## config.mk

```make
export PLATFORM = sky130hd
export DESIGN_NAME = dmem_access_unit
export DESIGN_NICKNAME = d
export VERILOG_FILES = /design/src/rtl/dmem_access_unit.sv
export SDC_FILE = /design/constraint.sdc
export NUM_CORES = 1
export LEC_CHECK = 0
export CORE_MARGIN = 3
export CORE_UTILIZATION = 40
export DETAILED_ROUTE_END_ITERATION = 6
export GPL_TIMING_DRIVEN = 1
export SLEW_MARGIN = 0
export SYNTH_ARGS = -nofsm -noshare
export SYNTH_HDL_FRONTEND = slang
export SYNTH_SLANG_ARGS = --single-unit
```

## constraint.sdc

```tcl
create_clock -name clk -period 3.1 [get_ports clk]
set_input_delay 0.465 -clock clk [delete_from_list [all_inputs] [get_ports clk]]
set_output_delay 0.465 -clock clk [all_outputs]
set_load 0.01 [all_outputs]
```

## src/rtl/dmem_access_unit.sv

```systemverilog
`default_nettype none
// ============================================================================
// Module   : dmem_access_unit
// Brief    : MEM-stage load/store initiator for the 64Kx32 word-addressed data
//            memory. Stores are absorbed in an in-order store buffer and
//            drained when the shared port is granted. Loads forward from the
//            buffer (youngest match) or issue a registered memory read.
// Revision : 1.0 - initial release
// ============================================================================
module dmem_access_unit #(
    parameter int SB_DEPTH = 4
) (
    input  logic        clk,
    input  logic        rst_n,
    input  logic        req_valid_i,
    output logic        req_ready_o,
    input  logic        req_we_i,
    input  logic [31:0] req_addr_i,
    input  logic [31:0] req_wdata_i,
    output logic        rsp_valid_o,
    output logic [31:0] rsp_rdata_o,
    input  logic        dm_gnt_i,
    output logic        dm_r_o,
    output logic        dm_w_o,
    output logic [31:0] dm_addr_o,
    output logic [31:0] dm_wdata_o,
    input  logic [31:0] dm_rdata_i,
    output logic        sb_empty_o
);

    localparam int              C_PTR_W  = $clog2(SB_DEPTH);
    localparam logic [C_PTR_W:0] C_DEPTH = (C_PTR_W + 1)'(SB_DEPTH);

    localparam logic [1:0] C_ST_IDLE     = 2'd0;
    localparam logic [1:0] C_ST_RD_ISSUE = 2'd1;
    localparam logic [1:0] C_ST_RD_DATA  = 2'd2;
    localparam logic [1:0] C_ST_FWD_RSP  = 2'd3;

    logic [1:0]         r_state_q;
    logic [1:0]         w_state_d;

    logic [15:0]        r_sb_addr_q [SB_DEPTH];
    logic [31:0]        r_sb_data_q [SB_DEPTH];
    logic [C_PTR_W-1:0] r_head_q;
    logic [C_PTR_W-1:0] r_tail_q;
    logic [C_PTR_W:0]   r_count_q;

    logic [15:0]        r_ld_addr_q;
    logic [31:0]        r_fwd_data_q;

    logic               w_sb_full;
    logic               w_sb_empty;
    logic               w_accept;
    logic               w_push;
    logic               w_pop;
    logic               w_ld_accept;
    logic               w_hit;
    logic [31:0]        w_hit_data;
    logic [15:0]        w_unused_addr_hi;

    // Only the low 16 address bits select a word; the rest is ignored.
    assign w_unused_addr_hi = req_addr_i[31:16];

    // Handshake: fullness is judged on the registered count, so a same-cycle
    // drain pop never frees a slot for the store being offered.
    assign w_sb_full   = (r_count_q == C_DEPTH);
    assign w_sb_empty  = (r_count_q == '0);
    assign req_ready_o = (r_state_q != C_ST_RD_ISSUE) && (!req_we_i || !w_sb_full);
    assign w_accept    = req_valid_i && req_ready_o;
    assign w_push      = w_accept && req_we_i;
    assign w_ld_accept = w_accept && !req_we_i;
    assign w_pop       = dm_w_o;
    assign sb_empty_o  = w_sb_empty;

    // Forwarding search: walk oldest to youngest so the youngest match wins.
    // The head entry still counts even if it drains this same cycle.
    always_comb begin : p_fwd
        logic [C_PTR_W-1:0] idx;
        idx        = '0;
        w_hit      = 1'b0;
        w_hit_data = '0;
        for (int i = 0; i < SB_DEPTH; i++) begin
            idx = r_head_q + C_PTR_W'(i);
            if (((C_PTR_W + 1)'(i) < r_count_q) &&
                (r_sb_addr_q[idx] == req_addr_i[15:0])) begin
                w_hit      = 1'b1;
                w_hit_data = r_sb_data_q[idx];
            end
        end
    end

    // FSM state register.
    always_ff @(posedge clk or negedge rst_n) begin
        if (!rst_n) begin
            r_state_q <= C_ST_IDLE;
        end else begin
            r_state_q <= w_state_d;
        end
    end

    // FSM next state: a new load may start from any non-issuing state, which
    // gives back-to-back responses.
    always_comb begin
        w_state_d = C_ST_IDLE;
        case (r_state_q)
            C_ST_RD_ISSUE: w_state_d = dm_gnt_i ? C_ST_RD_DATA : C_ST_RD_ISSUE;
            default: begin
                if (w_ld_accept) begin
                    w_state_d = w_hit ? C_ST_FWD_RSP : C_ST_RD_ISSUE;
                end else begin
                    w_state_d = C_ST_IDLE;
                end
            end
        endcase
    end

    // FSM outputs: the pending read owns the port in RD_ISSUE; otherwise the
    // store buffer head drains whenever granted. Address/data are zero idle.
    always_comb begin
        rsp_valid_o = 1'b0;
        rsp_rdata_o = '0;
        dm_r_o      = 1'b0;
        dm_w_o      = 1'b0;
        dm_addr_o   = '0;
        dm_wdata_o  = '0;
        case (r_state_q)
            C_ST_RD_ISSUE: begin
                dm_r_o = dm_gnt_i;
                if (dm_gnt_i) begin
                    dm_addr_o = {16'b0, r_ld_addr_q};
                end
            end
            C_ST_RD_DATA: begin
                rsp_valid_o = 1'b1;
                rsp_rdata_o = dm_rdata_i;
            end
            C_ST_FWD_RSP: begin
                rsp_valid_o = 1'b1;
                rsp_rdata_o = r_fwd_data_q;
            end
            default: ;
        endcase
        if ((r_state_q != C_ST_RD_ISSUE) && !w_sb_empty && dm_gnt_i) begin
            dm_w_o     = 1'b1;
            dm_addr_o  = {16'b0, r_sb_addr_q[r_head_q]};
            dm_wdata_o = r_sb_data_q[r_head_q];
        end
    end

    // Load bookkeeping: latch the miss address and the forwarded data.
    always_ff @(posedge clk or negedge rst_n) begin
        if (!rst_n) begin
            r_ld_addr_q  <= '0;
            r_fwd_data_q <= '0;
        end else if (w_ld_accept) begin
            r_ld_addr_q  <= req_addr_i[15:0];
            r_fwd_data_q <= w_hit_data;
        end
    end

    // Store buffer: circular FIFO, push at tail, pop at head, count nets out.
    always_ff @(posedge clk or negedge rst_n) begin
        if (!rst_n) begin
            r_head_q  <= '0;
            r_tail_q  <= '0;
            r_count_q <= '0;
            for (int i = 0; i < SB_DEPTH; i++) begin
                r_sb_addr_q[i] <= '0;
                r_sb_data_q[i] <= '0;
            end
        end else begin
            if (w_push) begin
                r_sb_addr_q[r_tail_q] <= req_addr_i[15:0];
                r_sb_data_q[r_tail_q] <= req_wdata_i;
                r_tail_q              <= r_tail_q + 1'b1;
            end
            if (w_pop) begin
                r_head_q <= r_head_q + 1'b1;
            end
            case ({w_push, w_pop})
                2'b10:   r_count_q <= r_count_q + 1'b1;
                2'b01:   r_count_q <= r_count_q - 1'b1;
                default: r_count_q <= r_count_q;
            endcase
        end
    end

endmodule
`default_nettype wire

```

# Word-level counts from Yosys, hierarchy flattened
# Cells that the tools add are included.
[op_classes]
addsub = 6
n_lt_le_gt_ge = 10
n_eq_ne = 11
n_mux = 51
n_bitwise = 5
reduce_logical = 18
[ops]
columns = ["operator", "n"]
rows = [
  ["32-bit two-way mux", 15],
  ["32-bit binary-select mux with 2-bit select", 4],
  ["16-bit two-way mux", 11],
  ["16-bit binary-select mux with 2-bit select", 4],
  ["128-bit bitwise mux", 1],
  ["64-bit bitwise mux", 1],
  ["32-bit demux with 2-bit select", 1],
  ["16-bit == test", 4],
  ["32-bit one-hot mux with 2 select lines", 1],
  ["16-bit demux with 2-bit select", 1],
  ["3-bit >= comparator, second input constant", 5],
  ["2-bit inverter with 3-bit output", 5],
  ["1-bit logical AND", 11],
  ["2-bit two-way mux", 4],
  ["1-bit two-way mux", 7],
  ["2-bit == test, second input constant", 3],
  ["1-bit by 3-bit < comparator with 1-bit output, first input constant", 2],
  ["2-bit by 3-bit < comparator with 1-bit output, first input constant", 2],
  ["3-bit one-hot mux with 2 select lines", 1],
  ["2-bit by 1-bit adder with 2-bit output, second input constant", 2],
  ["2-bit adder, second input constant", 2],
  ["2-bit by 1-bit == test with 1-bit output, second input constant", 2],
  ["3-bit by 1-bit adder with 3-bit output, second input constant", 1],
  ["3-bit == test, second input constant", 1],
  ["other kinds (8)", 10],
]
[totals]
reg_bits = 249
output_inout_bits = 101

# Logic depth before layout (Yosys ltp)
[logic_depth]
ltp_word = 13
depth_mapped = 13

# Worst setup path before layout
# OpenSTA, ideal clock, no wires.
[synth_path]
path_kind = "register -> output"
startpoint = "register r_head_q[0]"
endpoint = "output dm_wdata_o[0]"
arrival_ns = 2.393
required_ns = 2.635
setup_slack_ns = 0.242
path_stages_with_launch = 10
n_path_buf = 6
path_cell_list = "dfrtp_1 -> buf_2 -> inv_2 -> buf_2 -> buf_2 -> clkbuf_1 -> buf_1 -> clkbuf_1 -> nor2_1 -> nor3_1"
[synth_via]
elab_chain_len = 5
[synth_rtl]
columns = ["element", "line", "source"]
rows = [
  ["start: declaration", "44", "logic [C_PTR_W-1:0] r_head_q;"],
  ["start signal: assignment", "178", "r_head_q <= r_head_q + 1'b1;"],
  ["2-bit inverter with 3-bit output (not written as such)", "146", "dm_wdata_o = r_sb_data_q[r_head_q];"],
  ["32-bit binary-select mux with 2-bit select", "146", ""],
  ["32-bit two-way mux (not written as such) (2 in series)", "146", ""],
  ["32-bit two-way mux", "143", "if ((r_state_q != C_ST_RD_ISSUE) && !w_sb_empty && dm_gnt_i) begin"],
  ["end: declaration", "26", "output logic [31:0] dm_wdata_o,"],
]
# Every way passes these cells. The select of a mux whose other input is x is not followed.

# Worst setup path after layout
[layout_path]
startpoint = "register r_head_q[1]"
endpoint = "output dm_addr_o[14]"
[layout_via]
elab_chain_len = 5
[layout_rtl]
columns = ["element", "line", "source"]
rows = [
  ["2-bit inverter with 3-bit output (not written as such)", "145", "dm_addr_o = {16'b0, r_sb_addr_q[r_head_q]};"],
  ["16-bit binary-select mux with 2-bit select", "145", ""],
  ["16-bit two-way mux (not written as such) (2 in series)", "145", ""],
  ["32-bit two-way mux", "143", ""],
  ["end: declaration", "25", "output logic [31:0] dm_addr_o,"],
]
# Every way passes these cells. The select of a mux whose other input is x is not followed.

==> flow_summary.rst <==
.. list-table::
   :header-rows: 1

   * - Metric
     - Value
   * - Worst-path clk slew
     - 60 ps
   * - CORE AREA
     - 41400 µm²
   * - Average wire length per cell after detail routing
     - 22.6 µm
   * - Drt via density
     - 5.79
   * - Core utilization of the finished layout
     - 0.541
   * - Number of endpoints with negative hold slack in the final report
     - 0
   * - Max-slew violation count
     - 0
   * - Worst Tran Pin Value
     - 670 ps
   * - Uppermost signal routing layer after detailed routing
     - met4
   * - Router iterations before antenna repair
     - 6
   * - Worst IR drop on VDD
     - 539 µV
   * - Nets
     - 2056
   * - Number of flip-flops and latches in the synthesized netlist
     - 249
   * - Relative slew margins
     - 0.553
   * - Setup slack of the critical path after layout
     - -85.7 ps
   * - Library cells used by synthesis
     - 62
   * - Highest Clock Rate
     - 314 MHz
   * - Vias in the first global route
     - 14500
   * - Clock tree root buffer cell
     - clkbuf_16
   * - Type of origin of the critical path
     - flop
   * - Count of warnings emitted by yosys
     - 0
   * - Number of standard cells after synthesis
     - 1701
   * - Ratio of total power to cell area
     - 1070 nW/µm²
   * - Input/output buffers
     - 169
   * - CTS Buf Count
     - 29
   * - Clock skew
     - 10.2 ps
   * - Post-Synthesis Cell Area
     - 17000 µm²
   * - Area leader, netlist
     - dfrtp_1
   * - FF+latch area
     - 6240 µm²
   * - Routed length on met1
     - 24500 µm
   * - Share of Yosys cell area claimed by the top area cell type
     - 0.368
   * - Synth Area per Inst
     - 9.97 µm²
   * - First-pass GRT wire length
     - 84700 µm
   * - Drt initial violations
     - 1081
   * - Starting Density
     - 0.410
   * - Core Rows
     - 74
   * - Ports placed on the boundary
     - 202
   * - Die Footprint
     - 44900 µm²
   * - Maximum buffer depth of the clock tree
     - 3
   * - DRC violation count after routing
     - 0
   * - Cell leakage power
     - 0.00984 µW
   * - Sequential-to-total area share from yosys stat
     - 0.368
   * - Area Overhead vs Synth
     - 32.2%
   * - Setup slack of the most critical reg-to-reg path
     - -80 ps
   * - Fillcell total
     - 3684
   * - RSZ-0062 raised after global routing
     - true
   * - Portion of the clock cycle consumed by the worst path in the final layout
     - 1.03
   * - Clock network latency to the later pin of the worst-skew pair
     - 580 ps
   * - Number of setup violations in the final report
     - 33
   * - Minimum period implied by the final worst setup slack
     - 3190 ps
   * - Hold Crit Class
     - primary input to async pin
   * - Area of the multi-input gates
     - 10700 µm²
   * - Failing checks
     - negative setup slack
   * - Clock net sink count
     - 249
   * - Share of layout cells above drive strength 1
     - 0.340
   * - Run status
     - complete, but fails checks
   * - Number of synthesized flops with an enable pin
     - 0
   * - Number of cells on the worst reg-to-reg path
     - 14
   * - Overflow left after global routing
     - 0
   * - Number of levels the H-tree was split into
     - 1
   * - Source of the worst register-to-register timing path
     - r_head_q[1]$_DFFE_PN0P_
   * - Critical R2R Capture
     - r_fwd_data_q[17]$_DFFE_PN0P_
   * - Primary flip-flop cell chosen by synthesis mapping
     - dfrtp_1
   * - Placed wire-length estimate
     - 33900 µm
   * - CTS tree
     - done
   * - Final WL
     - 56400 µm
   * - Die height
     - 212 µm
   * - Worst Path Arrival
     - 2720 ps
   * - Setup TNS
     - -1780 ps
   * - Maximum number of pins on one net before global-route repair
     - 94
   * - Required time of the worst setup path
     - 2630 ps
   * - Share of synthesized registers carrying an async set or reset
     - 1.00
   * - Global routing usage summed across all routing layers
     - 0.242
   * - Overall die width
     - 212 µm
   * - Antenna violations before repair
     - 1
   * - Kind of end point of the critical path
     - primary output
   * - Final GP Congestion
     - 0.907
   * - Vias
     - 14500
   * - Post-detailed-route count of antenna-violating nets
     - 0
   * - Largest fanout of any net on the critical path
     - 8
   * - Routed wire length on met2
     - 26600 µm
   * - Top post-synthesis cells by area
     - dfrtp_1, mux2_2, mux2i_1, nor2_1, o21ai_0
   * - Critical Setup Path Class
     - flop to primary output
   * - Wire length on met3
     - 3980 µm
   * - Placement Setup Slack
     - -101 ps
   * - Max-cap violation count
     - 0
## per-layer routing
metal / up-vias / global-route usage
met5: - / 0
li1: 6601 / -
met2: 545 / 0.396
met1: 7246 / 0.332
met4: 0 / 0.0654
met3: 86 / 0.0422
## layout make-up
class	instances	area share
Antenna cell	2	0.000223
Clock buffer	45	0.0373
Clock inverter	6	0.00313
Inverter	14	0.00290
Multi-Input combinational cell	1292	0.475
Sequential cell	249	0.279
Tap cell	532	0.0297
Timing Repair Buffer	360	0.173
## synth_stat cells (17+ instances only)
master and count:
buf_1 23, a21oi_1 77, nand2_1 124, mux2i_1 168
o31ai_2 21, o21ai_0 94, nor4b_2 29, clkbuf_1 86
nor2_1 227, nor3_1 35, xor2_1 19, a221oi_1 32
xnor2_1 36, mux2_2 247, dfrtp_1 249, buf_4 22
mux4_2 17, buf_2 17, nor2b_1 33
## state kept, by name, summed over array words and instances, names as in the netlist
name	count
r_sb_data_q	128
r_sb_addr_q	64
r_fwd_data_q	32
r_ld_addr_q	16
r_count_q	3
r_head_q	2
r_state_q	2
r_tail_q	2
## where the power goes
group	total [µW]	internal (µW)	switching [µW]
logic	14400	7090	7310
clock network	3340	1930	1410
registers	6210	4800	1410
total	24000	13800	10100
## worst max path at each step
stage | to | from | cells after the start
2_1_floorplan | dm_wdata_o[0] | r_head_q[0]$_DFFE_PN0P_ | 9
4_1_cts | dm_wdata_o[10] | r_head_q[1]$_DFFE_PN0P_ | 6
3_3_place_gp | r_fwd_data_q[12]$_DFFE_PN0P_ | req_addr_i[11] | 12
3_5_place_dp | r_fwd_data_q[12]$_DFFE_PN0P_ | req_addr_i[15] | 12
5_1_grt | r_fwd_data_q[19]$_DFFE_PN0P_ | r_head_q[1]$_DFFE_PN0P_ | 12
6_report | dm_addr_o[14] | r_head_q[1]$_DFFE_PN0P_ | 7
## cell families after synthesis
logic type	count (synthesis)	share of synthesized area
AND/OR/NAND/NOR	486	0.141
multiplexers	434	0.288
AO/OA/AOI/OAI	292	0.116
flip-flops	249	0.368
buffers and inverters	175	0.0515
XOR/XNOR	55	0.0284
adder cells (fa/ha/maj)	9	0.00664
other	1	0.000221
## what timing repair did
item | CTS | global route
gates resized for setup | 113 | 125
setup buffers | 18 | 14
gates cloned | 9 | 2
pin swaps | 6 | 14
hold buffers | 1 | 0
endpoints found under the hold margin | 54 | 0
endpoints found under the setup margin | 72 | 56
## layout by cell type, fill, tap and decap left out, drive strengths merged, types with 16 or more instances in the layout
master / n
a21oi: 77
a221oi: 32
xnor2: 36
buf: 185
nor4b: 32
nor3: 35
xor2: 19
o21ai: 95
nor2b: 33
nand2: 124
mux4: 17
nor2: 228
dlymetal6s2s: 19
clkbuf: 57
mux2: 247
conb: 16
mux2i: 170
o31ai: 33
dfrtp: 249
clkdlybuf4s50: 122
## per-stage QoR
stage	total power, µW	instances	area, µm²	hold WS, ps
6_report	24000	2500	22400	394
5_1_grt	25400	2498	22400	435
4_1_cts	23100	2483	21800	398
3_5_place_dp	18500	2404	20100	428
3_3_place_gp	18200	2404	20100	428
2_1_floorplan	14400	1716	17000	169
## critical path, stage by stage (launching register included)
cell             delay, ps
dfrtp_4                540
buf_8                  170
buf_12                 150
mux2i_2                270
mux2i_2                160
buf_4                  160
a22o_1                 210
clkdlybuf4s50_1        470
Power figures use the tool's default switching activity.
